`config.mk`:
```
export PLATFORM = sky130hd
export DESIGN_NAME = ifetch_prefetch_flat
export DESIGN_NICKNAME = d
export VERILOG_FILES = /design/src/rtl/rv_pkg.sv /design/src/rtl/ifetch_prefetch_if.sv /design/src/rtl/fetch_fifo.sv /design/src/rtl/ifetch_prefetch.sv /design/src/flat_wrapper.sv
export SDC_FILE = /design/constraint.sdc
export NUM_CORES = 1
export LEC_CHECK = 0
export CAP_MARGIN = 30
export CORE_MARGIN = 2
export CORE_UTILIZATION = 40
export DETAILED_ROUTE_END_ITERATION = 8
export PLACE_DENSITY = 0.71
export SETUP_SLACK_MARGIN = 0.05
export SLEW_MARGIN = 0
export SYNTH_ARGS = -nofsm -noshare
export SYNTH_HDL_FRONTEND = slang
export SYNTH_SLANG_ARGS = --single-unit
```
`constraint.sdc`:
```
create_clock -name clk -period 3.9 [get_ports clk]
set_clock_uncertainty 0.1 [all_clocks]
set_input_delay 0.78 -clock clk [delete_from_list [all_inputs] [get_ports clk]]
set_output_delay 0.78 -clock clk [all_outputs]
set_load 0.05 [all_outputs]
```
`src/rtl/rv_pkg.sv`:
```
// Shared types for the instruction fetch slice: widths, fetch FSM states and
// the prefetch queue entry.
package rv_pkg;
  localparam int XLEN = 32;
  localparam int ILEN = 32;

  typedef enum logic [0:0] {
    FETCH = 1'b0,
    FAULT = 1'b1
  } fetch_state_e;

  typedef struct packed {
    logic [ILEN-1:0] instr;
    logic [XLEN-1:0] pc;
    logic            fault;
  } fetch_entry_t;
endpackage

```
`src/rtl/ifetch_prefetch_if.sv`:
```
// Memory request/response and decode channels of the fetch unit.
// master = fetch unit side, slave = memory/decode side.
interface ifetch_prefetch_if;
  import rv_pkg::*;

  logic            imem_req_valid;
  logic [XLEN-1:0] imem_req_addr;
  logic            imem_req_ready;
  logic            imem_rsp_valid;
  logic [ILEN-1:0] imem_rsp_data;
  logic            dec_valid;
  logic [ILEN-1:0] dec_instr;
  logic [XLEN-1:0] dec_pc;
  logic            dec_fault;
  logic            dec_ready;

  modport master (
    output imem_req_valid, imem_req_addr,
    input  imem_req_ready, imem_rsp_valid, imem_rsp_data,
    output dec_valid, dec_instr, dec_pc, dec_fault,
    input  dec_ready
  );

  modport slave (
    input  imem_req_valid, imem_req_addr,
    output imem_req_ready, imem_rsp_valid, imem_rsp_data,
    input  dec_valid, dec_instr, dec_pc, dec_fault,
    output dec_ready
  );
endinterface

```
`src/rtl/fetch_fifo.sv`:
```
// Prefetch queue: DEPTH-entry synchronous FIFO of fetch entries with flush.
// Head is read straight from storage, so a write shows up the next cycle.
module fetch_fifo
  import rv_pkg::*;
#(
  parameter int DEPTH = 4
) (
  input  logic                         clk,
  input  logic                         rst,
  input  logic                         flush,
  input  logic                         wr_en,
  input  fetch_entry_t                 wr_data,
  input  logic                         rd_en,
  output fetch_entry_t                 rd_data,
  output logic [$clog2(DEPTH+1)-1:0]   count,
  output logic                         full,
  output logic                         empty
);
  localparam int AW = $clog2(DEPTH);
  localparam int CW = $clog2(DEPTH+1);

  fetch_entry_t  mem_q [DEPTH];
  fetch_entry_t  mem_d [DEPTH];
  logic [AW-1:0] wr_ptr_q, wr_ptr_d, rd_ptr_q, rd_ptr_d;
  logic [CW-1:0] count_q, count_d;
  logic          do_wr, do_rd;

  assign full  = (count_q == CW'(DEPTH));
  assign empty = (count_q == '0);
  // A write into a full queue is legal when the head leaves in the same cycle.
  assign do_rd = rd_en && !empty;
  assign do_wr = wr_en && (!full || do_rd);

  always_comb begin
    mem_d    = mem_q;
    wr_ptr_d = wr_ptr_q;
    rd_ptr_d = rd_ptr_q;
    count_d  = count_q;
    if (flush) begin
      wr_ptr_d = '0;
      rd_ptr_d = '0;
      count_d  = '0;
    end else begin
      if (do_wr) begin
        mem_d[wr_ptr_q] = wr_data;
        wr_ptr_d        = wr_ptr_q + AW'(1);
      end
      if (do_rd) rd_ptr_d = rd_ptr_q + AW'(1);
      count_d = count_q + CW'(do_wr) - CW'(do_rd);
    end
  end

  always_ff @(posedge clk or negedge rst) begin
    if (!rst) begin
      mem_q    <= '{default: '0};
      wr_ptr_q <= '0;
      rd_ptr_q <= '0;
      count_q  <= '0;
    end else begin
      mem_q    <= mem_d;
      wr_ptr_q <= wr_ptr_d;
      rd_ptr_q <= rd_ptr_d;
      count_q  <= count_d;
    end
  end

  assign rd_data = mem_q[rd_ptr_q];
  assign count   = count_q;
endmodule

```
`src/rtl/ifetch_prefetch.sv`:
```
// Instruction fetch unit with prefetch queue, in-order memory requests and
// redirect flush. Optional misaligned-redirect fault entry: IFETCH_ALIGN_CHECK_EN.
module ifetch_prefetch
  import rv_pkg::*;
#(
  parameter int              DEPTH    = 4,
  parameter logic [XLEN-1:0] RESET_PC = '0
) (
  input  logic              clk,
  input  logic              rst,
  input  logic              redirect_valid,
  input  logic [XLEN-1:0]   redirect_pc,
  ifetch_prefetch_if.master bus
);
  localparam int            CW      = $clog2(DEPTH+1);
  localparam logic [CW:0]   DEPTH_C = (CW+1)'(DEPTH);

  logic [XLEN-1:0] fetch_pc_q, fetch_pc_d, rsp_pc_q, rsp_pc_d;
  logic [CW-1:0]   inflight_q, inflight_d, drop_q, drop_d;
  logic            started_q, started_d;
  fetch_state_e    state_q, state_d;

  logic [CW-1:0]   count;
  logic [CW:0]     used;
  logic            fifo_empty, unused_fifo_full;
  fetch_entry_t    fifo_head, head, enq_entry;
  logic            req_fire, rsp_drop, enq, deq, dec_valid_w;
  logic [XLEN-1:0] redir_pc;
  logic            redir_bad;

`ifdef IFETCH_ALIGN_CHECK_EN
  logic fault_vld_q, fault_vld_d;

  assign redir_pc  = redirect_pc;
  assign redir_bad = (redirect_pc[1:0] != 2'b00);
`else
  logic unused_redir_lsb;

  assign unused_redir_lsb = ^redirect_pc[1:0];
  assign redir_pc         = {redirect_pc[XLEN-1:2], 2'b00};
  assign redir_bad        = 1'b0;
`endif

  // Queue occupancy plus outstanding requests never exceeds DEPTH, so every
  // response has a slot waiting for it.
  assign used               = {1'b0, count} + {1'b0, inflight_q};
  assign bus.imem_req_valid = started_q && (state_q == FETCH) && !redirect_valid
                              && (used < DEPTH_C);
  assign bus.imem_req_addr  = fetch_pc_q;

  assign req_fire  = bus.imem_req_valid && bus.imem_req_ready;
  assign rsp_drop  = (drop_q != '0);
  assign enq       = bus.imem_rsp_valid && !rsp_drop && !redirect_valid && (state_q == FETCH);
  assign deq       = dec_valid_w && bus.dec_ready && !redirect_valid;
  assign enq_entry = '{instr: bus.imem_rsp_data, pc: rsp_pc_q, fault: 1'b0};

  always_comb begin
    fetch_pc_d = fetch_pc_q;
    rsp_pc_d   = rsp_pc_q;
    inflight_d = inflight_q;
    drop_d     = drop_q;
    state_d    = state_q;
    started_d  = 1'b1;
    if (redirect_valid) begin
      // Everything still outstanding (minus the response consumed now) is stale.
      inflight_d = inflight_q - CW'(bus.imem_rsp_valid);
      drop_d     = inflight_q - CW'(bus.imem_rsp_valid);
      fetch_pc_d = redir_pc;
      rsp_pc_d   = redir_pc;
      state_d    = redir_bad ? FAULT : FETCH;
    end else begin
      inflight_d = inflight_q + CW'(req_fire) - CW'(bus.imem_rsp_valid);
      if (bus.imem_rsp_valid && rsp_drop) drop_d = drop_q - CW'(1);
      if (req_fire) fetch_pc_d = fetch_pc_q + XLEN'(4);
      if (enq)      rsp_pc_d   = rsp_pc_q + XLEN'(4);
    end
  end

  always_ff @(posedge clk or negedge rst) begin
    if (!rst) begin
      fetch_pc_q <= RESET_PC;
      rsp_pc_q   <= RESET_PC;
      inflight_q <= '0;
      drop_q     <= '0;
      state_q    <= FETCH;
      started_q  <= 1'b0;
    end else begin
      fetch_pc_q <= fetch_pc_d;
      rsp_pc_q   <= rsp_pc_d;
      inflight_q <= inflight_d;
      drop_q     <= drop_d;
      state_q    <= state_d;
      started_q  <= started_d;
    end
  end

  fetch_fifo #(.DEPTH(DEPTH)) u_fifo (
    .clk     (clk),
    .rst     (rst),
    .flush   (redirect_valid),
    .wr_en   (enq),
    .wr_data (enq_entry),
    .rd_en   (deq),
    .rd_data (fifo_head),
    .count   (count),
    .full    (unused_fifo_full),
    .empty   (fifo_empty)
  );

`ifdef IFETCH_ALIGN_CHECK_EN
  // In FAULT the queue is empty; the marker entry reuses rsp_pc, which holds
  // the faulting redirect target since nothing is enqueued.
  assign dec_valid_w = (state_q == FAULT) ? fault_vld_q : !fifo_empty;
  assign head        = (state_q == FAULT) ? '{instr: '0, pc: rsp_pc_q, fault: 1'b1} : fifo_head;
  assign fault_vld_d = redirect_valid ? redir_bad : (fault_vld_q && !deq);

  always_ff @(posedge clk or negedge rst) begin
    if (!rst) fault_vld_q <= 1'b0;
    else      fault_vld_q <= fault_vld_d;
  end
`else
  assign dec_valid_w = !fifo_empty;
  assign head        = fifo_head;
`endif

  assign bus.dec_valid = dec_valid_w;
  assign bus.dec_instr = dec_valid_w ? head.instr : '0;
  assign bus.dec_pc    = dec_valid_w ? head.pc : '0;
  assign bus.dec_fault = dec_valid_w && head.fault;
endmodule

```
`src/flat_wrapper.sv`:
```
// flat-port wrapper written by rule: the top's interface ports become plain ports
module ifetch_prefetch_flat import rv_pkg::*;
#(
  parameter int              DEPTH    = 4,
  parameter logic [XLEN-1:0] RESET_PC = '0
)
  (clk, rst, redirect_valid, redirect_pc, bus_imem_req_valid, bus_imem_req_addr, bus_imem_req_ready, bus_imem_rsp_valid, bus_imem_rsp_data, bus_dec_valid, bus_dec_instr, bus_dec_pc, bus_dec_fault, bus_dec_ready);
  ifetch_prefetch_if bus_i ();
  input  logic clk;
  input  logic rst;
  input  logic redirect_valid;
  input  logic [XLEN-1:0] redirect_pc;
  output wire logic [$bits(bus_i.imem_req_valid)-1:0] bus_imem_req_valid;
  output wire logic [$bits(bus_i.imem_req_addr)-1:0] bus_imem_req_addr;
  input wire logic [$bits(bus_i.imem_req_ready)-1:0] bus_imem_req_ready;
  input wire logic [$bits(bus_i.imem_rsp_valid)-1:0] bus_imem_rsp_valid;
  input wire logic [$bits(bus_i.imem_rsp_data)-1:0] bus_imem_rsp_data;
  output wire logic [$bits(bus_i.dec_valid)-1:0] bus_dec_valid;
  output wire logic [$bits(bus_i.dec_instr)-1:0] bus_dec_instr;
  output wire logic [$bits(bus_i.dec_pc)-1:0] bus_dec_pc;
  output wire logic [$bits(bus_i.dec_fault)-1:0] bus_dec_fault;
  input wire logic [$bits(bus_i.dec_ready)-1:0] bus_dec_ready;
  assign bus_imem_req_valid = bus_i.imem_req_valid;
  assign bus_imem_req_addr = bus_i.imem_req_addr;
  assign bus_i.imem_req_ready = bus_imem_req_ready;
  assign bus_i.imem_rsp_valid = bus_imem_rsp_valid;
  assign bus_i.imem_rsp_data = bus_imem_rsp_data;
  assign bus_dec_valid = bus_i.dec_valid;
  assign bus_dec_instr = bus_i.dec_instr;
  assign bus_dec_pc = bus_i.dec_pc;
  assign bus_dec_fault = bus_i.dec_fault;
  assign bus_i.dec_ready = bus_dec_ready;
  ifetch_prefetch #(.DEPTH(DEPTH), .RESET_PC(RESET_PC)) u_core (.clk(clk), .rst(rst), .redirect_valid(redirect_valid), .redirect_pc(redirect_pc), .bus(bus_i));
endmodule
```
# Word-level counts from Yosys, hierarchy flattened
# Index checks and enable logic that the tools add are counted.
word_totals:
  elab_cells: 84
  ff_bits: 338
op_classes:
  n_lt_le_gt_ge: 4
  n_addsub: 11
  mux: 20
  bitwise: 3
  n_eq_ne: 1
  reduce_logical: 25
ops:
  columns: ["op", "count"]
  rows:
  - ["bitwise mux 260 bit", 1]
  - ["2-to-1 mux 65 bit", 3]
  - ["2-to-1 mux 32 bit", 6]
  - ["binary-select mux 65 bit (select 2 bit)", 1]
  - ["demux 65 bit (select 2 bit)", 1]
  - ["adder 32 x 3 -> 32 bit, second input constant", 2]
  - ["logical AND 1 bit", 12]
  - ["2-to-1 mux 3 bit", 4]
  - ["nonzero test 2 bit", 5]
  - ["subtractor 3 x 1 -> 3 bit", 3]
  - ["2-to-1 mux 2 bit", 4]
  - ["adder 3 x 1 -> 3 bit", 2]
  - ["greater-or-equal comparator 3 bit, second input constant", 2]
  - ["NOT 2 -> 3 bit", 2]
  - ["adder 2 x 1 -> 2 bit, second input constant", 2]
  - ["adder 3 x 3 -> 4 bit", 1]
  - ["logical NOT 1 bit", 4]
  - ["less-than comparator 4 x 3 -> 1 bit, second input constant", 1]
  - ["equality test 3 bit, second input constant", 1]
  - ["logical NOT 3 bit", 1]
  - ["less-than comparator 3 x 1 -> 1 bit, second input constant", 1]
  - ["nonzero test 3 bit", 1]
  - ["subtractor 3 x 1 -> 3 bit, second input constant", 1]
  - ["AND reduction 2 bit", 1]
  - ["other kinds (2)", 2]

# Depth between registers and ports, before layout
logic_depth:
  depth_word: 10
  mapped_depth: 12
  ltp_nobuf: 12

# Cells and area by module
# Synthesis repeated with hierarchy kept, for this count alone.
unflattened:
  hier_cells: 1167
  hier_area_um2: 15949.0
modules_own_cells:
  columns: ["module", "area_each_um2", "instances", "seq_area_each_um2", "cells_each"]
  rows:
  - ["fetch_fifo", 11669.9, 1, 6681.4, 677]
  - ["ifetch_prefetch", 4279.1, 1, 1676.6, 490]

# Least setup slack after synthesis
# No wires, ideal clock.
synth_path:
  path_kind: "input to register"
  startpoint: "input port redirect_valid"
  endpoint: "register u_core.u_fifo.count_q[2] (netlist: u_core.u_fifo.count[2])"
  arrival_ns: 2.724
  path_slack_ns: 0.945
  required_ns: 3.668
  path_stages: 11
  path_cell_list: "clkbuf_1 clkbuf_1 clkbuf_1 nor2_1 ha_1 inv_1 ha_1 inv_1 fa_1 xnor2_1 nor2_1"
synth_via:
  elab_chain_len: 8
  word_cells_on_any_way: 9
  cone_classes: "add/sub: 2; mux: 1; reduce/logical: 6"
synth_rtl:
  columns: ["element", "line", "text"]
  rows:
  - ["start: declaration", "flat_wrapper.sv:11", "input logic redirect_valid;"]
  - ["logical NOT 1 bit", "ifetch_prefetch.sv:53, ifetch_prefetch.sv:54", null]
  - ["logical AND 1 bit", "ifetch_prefetch.sv:54", "assign deq = dec_valid_w && bus.dec_ready && !redirect_valid;"]
  - ["logical AND 1 bit", "fetch_fifo.sv:31", "assign do_rd = rd_en && !empty;"]
  - ["logical OR 1 bit", "fetch_fifo.sv:32", "assign do_wr = wr_en && (!full || do_rd);"]
  - ["logical AND 1 bit", "fetch_fifo.sv:32", null]
  - ["adder 3 x 1 -> 3 bit", "fetch_fifo.sv:49", "count_d = count_q + CW'(do_wr) - CW'(do_rd);"]
  - ["subtractor 3 x 1 -> 3 bit", "fetch_fifo.sv:49", null]
  - ["2-to-1 mux 3 bit *", "fetch_fifo.sv:39", "if (flush) begin"]
  - ["via u_core.u_fifo.count_d[2]", "fetch_fifo.sv:25", "logic [CW-1:0] count_q, count_d;"]
  - ["end signal: assignment", "fetch_fifo.sv:63", "count_q <= count_d;"]
  - ["end: declaration", "fetch_fifo.sv:25", null]
# Mark *: on every way through the listed nets, which the timed path passes. The rest lies on a longest branch.
# A chain may end at the register's enable or synchronous reset.

# Final worst setup path
layout_path:
  startpoint: "register u_core.u_fifo.count_q[0] (netlist: u_core.u_fifo.count[0])"
  endpoint: "output port bus_dec_instr[20]"
layout_via:
  elab_chain_len: 2
layout_rtl:
  columns: ["element", "line", "text"]
  rows:
  - ["logical NOT 3 bit", "fetch_fifo.sv:29", "assign empty = (count_q == '0);"]
  - ["2-to-1 mux 32 bit", "ifetch_prefetch.sv:127", "assign bus.dec_instr = dec_valid_w ? head.instr : '0;"]
  - ["end: declaration", "flat_wrapper.sv:19", "output wire logic [$bits(bus_i.dec_instr)-1:0] bus_dec_instr;"]
# No other way between the ends.

==> impl_metrics.toml <==
[routing]
drtIter0Drc = 586
drt_pre_antenna_iters = 5
drt-wirelength-per-cell_microns = 19.45
drtAntennaViolNets = 0
totalWireLength_microns = 35650
drc = 0
vias = 9901
routed_via_density = 5.402

[setup_path]
worst_ep_required_time_ns = 3.02
cp-end-kind = "primary output"
cp.arrival_ns = 2.85
start_kind = "flop"
critPathKind = "flop to primary output"
critical_path.startpoint = "u_core.u_fifo.count[0]$_DFF_PN0_"
cp_max_fo = 52
r2r_start = "u_core.u_fifo.count[2]$_DFF_PN0_"

[placed_design]
port_buffers = 161
place_hpwl_microns = 23300
place.gp.congestion = 0.8632
dp.cells = 1766

[yosys]
synthesis.area_sq_mm = 0.01539
synth.distinct_cells = 48
ys.warnings.count = 0
netlist_instances = 1149
ys_seq_area_share_pct = 52.34
yosys.area_share.simple_pct = 9.396
synth_adder_area_share_pct = 1.561
synth_top_family_by_area = "multiplexers"
synth_area_leaders = "dfrtp_1, mux2_2, mux4_2, and2_1, nand2_1"
synth_ff_type = "dfrtp_1"
synth_edf_count = 0
yosys.area.top_type_share_pct = 52.34
synthMuxAreaShare_pct = 27.86
synth_xor_area_share_pct = 2.276
ys_seq_elements = 322
synth_area_per_cell_sq_um = 13.40
synthArstFlopShare_pct = 100.0
yosys.area.top_type = "dfrtp_1"
synth_compound_area_share_pct = 3.349

[grt]
grt_max_degree = 106
overflow = 0
met1_usage_pct = 25.31
grt-busiest-layer = "met2"
grt.total_usage_pct = 17.96
use_met3_pct = 3.108
grt_pass1_wl_microns = 58230
grt_pass1_vias = 10420
grt_use_met2_pct = 28.91
grt_antenna_before_repair = 2

[timing]
slew_viol_final = 0
setup_tns_ns = 0
worstMarginPinSlew_ns = 0.7107
relSlewSlack_pct = 52.18
finalHoldWorstSlack_ns = 0.05248
finalSetupViolCount = 0
period_share_pct = 95.69
rsz0062_at_grt = "false"
finalCriticalPeriod_ns = 3.732
hold_violations = 0
fmax_ghz = 0.2680

[cts]
root_buffer = "clkbuf_16"
cts_tree = "built"
clkSlewWorstSetupHoldPaths_ns = 0.06
htree_levels = 2
post-cts-setup-buffer-count = 0
cts_buffers = 38
cts_buffer_depth = 3
hold_buffers = 0
cts-resized-gates = 0
clock-sinks = 322
clk_latency_ns = 0.52

[pwr]
power_leakage_nw = 8.200
finalPower_mw = 12.40
switching_share_pct = 34.39
p_int_mw = 8.134
pwr-share-clk_pct = 26.9
power.density_mw_per_mm2 = 659.6
seqPwrFrac_pct = 36.6
ir_drop_mv = 0.3076
combPwrFrac_pct = 36.5
power_switching_mw = 4.264

[floorplan]
die_h_microns = 200.2
placementRows = 71
die_area_sq_mm = 0.04007
start_util_pct = 40.77
die_w_microns = 200.2
ios = 169
coreArea_sq_mm = 0.03776

[finish]
multi_input_area_sq_mm = 0.006875
seq_area_sq_mm = 0.008063
drive_above_1_share_pct = 31.21
fin_util_pct = 49.79
final_common_cell = "dfrtp_1"
final_cell_mix = "dfrtp_1, mux2_2, clkdlybuf4s50_1"
synthToLayoutAreaGrowth_pct = 22.11
n_fill_cell = 3246
instances_no_fill = 1833
fin_nets = 1384

[status]
status = "finished clean"

[job]
maxCapViolCount = 0

[hold_path]
hold_class = "primary input to asynchronous set/reset pin"
==> per-stage QoR <==
stage	worst slack, ns	area, sq um
after floorplan	0.9445	15410
after global placement	0.6485	17610
after detailed placement	0.6154	17610
after CTS	0.1341	18780
after global routing	0.06326	18790
final	0.1681	18800
==> registers in the layout, summed over array words and instances (netlist names) <==
signal                    count
u_core.u_fifo.wr_ptr_q        2
u_core.started_q              1
u_core.u_fifo.count           3
u_core.drop_q                 3
u_core.inflight_q             3
u_core.u_fifo.rd_ptr_q        2
u_core.u_fifo.mem_q         248
u_core.rsp_pc_q              30
u_core.bus.imem_req_addr     30
==> area by class of cell <==
class	count	share of cell area [%]
tap	511	3.401
multi-input combinational	726	36.58
timing repair buffer	186	10.42
sequential	322	42.89
inverter	22	0.4393
clock buffer	60	6.091
clock inverter	4	0.1464
antenna	2	0.02663
==> path summary, 6_finish.rpt <==
| path | endpoint | slack (ns) | depth (start not counted) |
|---|---|---|---|
| setup reg to reg | u_core.bus.imem_req_addr[30]$_DFFE_PN0N_ | 1.14 | 7 |
| hold reg to reg | u_core.u_fifo.mem_q[89]$_DFFE_PN0P_ | 0.40 | 1 |
| max in group asynchronous | u_core.u_fifo.mem_q[221]$_DFFE_PN0P_ | 2.74 | 2 |
| hold / removal | u_core.u_fifo.mem_q[251]$_DFFE_PN0P_ | 0.05 | 1 |
| min in group clk | u_core.u_fifo.mem_q[89]$_DFFE_PN0P_ | 0.40 | 1 |
| setup / recovery | bus_dec_instr[20] | 0.17 | 4 |
==> power groups by stage <==
| stage | Clock [mW] | Combinational [mW] | Sequential [mW] |
|---|---|---|---|
| 2_1_floorplan | 0 | 3.15 | 4.56 |
| 5_1_grt | 3.57 | 4.85 | 4.64 |
| 6_report | 3.33 | 4.52 | 4.54 |
| 3_5_place_dp | 0 | 4.60 | 4.58 |
| 3_3_place_gp | 0 | 4.52 | 4.54 |
| 4_1_cts | 3.41 | 4.61 | 4.54 |
==> layer usage <==
metal / vias up / part of all wire (%)
met5: - / 0.036
met3: 56 / 6.2
li1: 4443 / -
met2: 321 / 46
met4: 2 / 2.2
met1: 5079 / 45
==> Yosys cell counts (2+ instances only) <==
master      n
mux2_2    256
or3_1       6
mux4_2     62
and3_1     11
inv_1      21
conb_1      2
xnor2_1    19
clkbuf_1   31
o21ai_1     4
nand3b_1    2
and4_1      4
nand2_1    55
o21ai_0    33
nor3_1     12
buf_2      41
ha_1       16
a21oi_1    16
nand3_1    33
nor4_1      4
nor4_4      3
nand4_1    18
and2_1     68
buf_4       9
o211ai_1   15
a31oi_1     7
fa_1        2
xor2_1     21
o311ai_0    6
or4_1       6
nor2_1     27
dfrtp_1   322
==> critical path, cell delays in order, from the launching register on <==
cell and delay [ns]:
dfrtp_1 0.41, or3_2 0.70, buf_12 0.27, and2_1 0.20, clkdlybuf4s50_1 0.70
==> kinds of logic (layout without fill, tap and decap cells) <==
group / Yosys count / after routing
buffers and inverters: 105 / 272
adders and majority gates: 18 / 18
DFF: 322 / 322
other: 2 / 8
xor gates and xnor gates: 40 / 40
AOI/OAI and AO/OA: 86 / 86
muxes: 319 / 319
and+or+nand+nor: 257 / 257
Power figures use the tool's default switching activity.
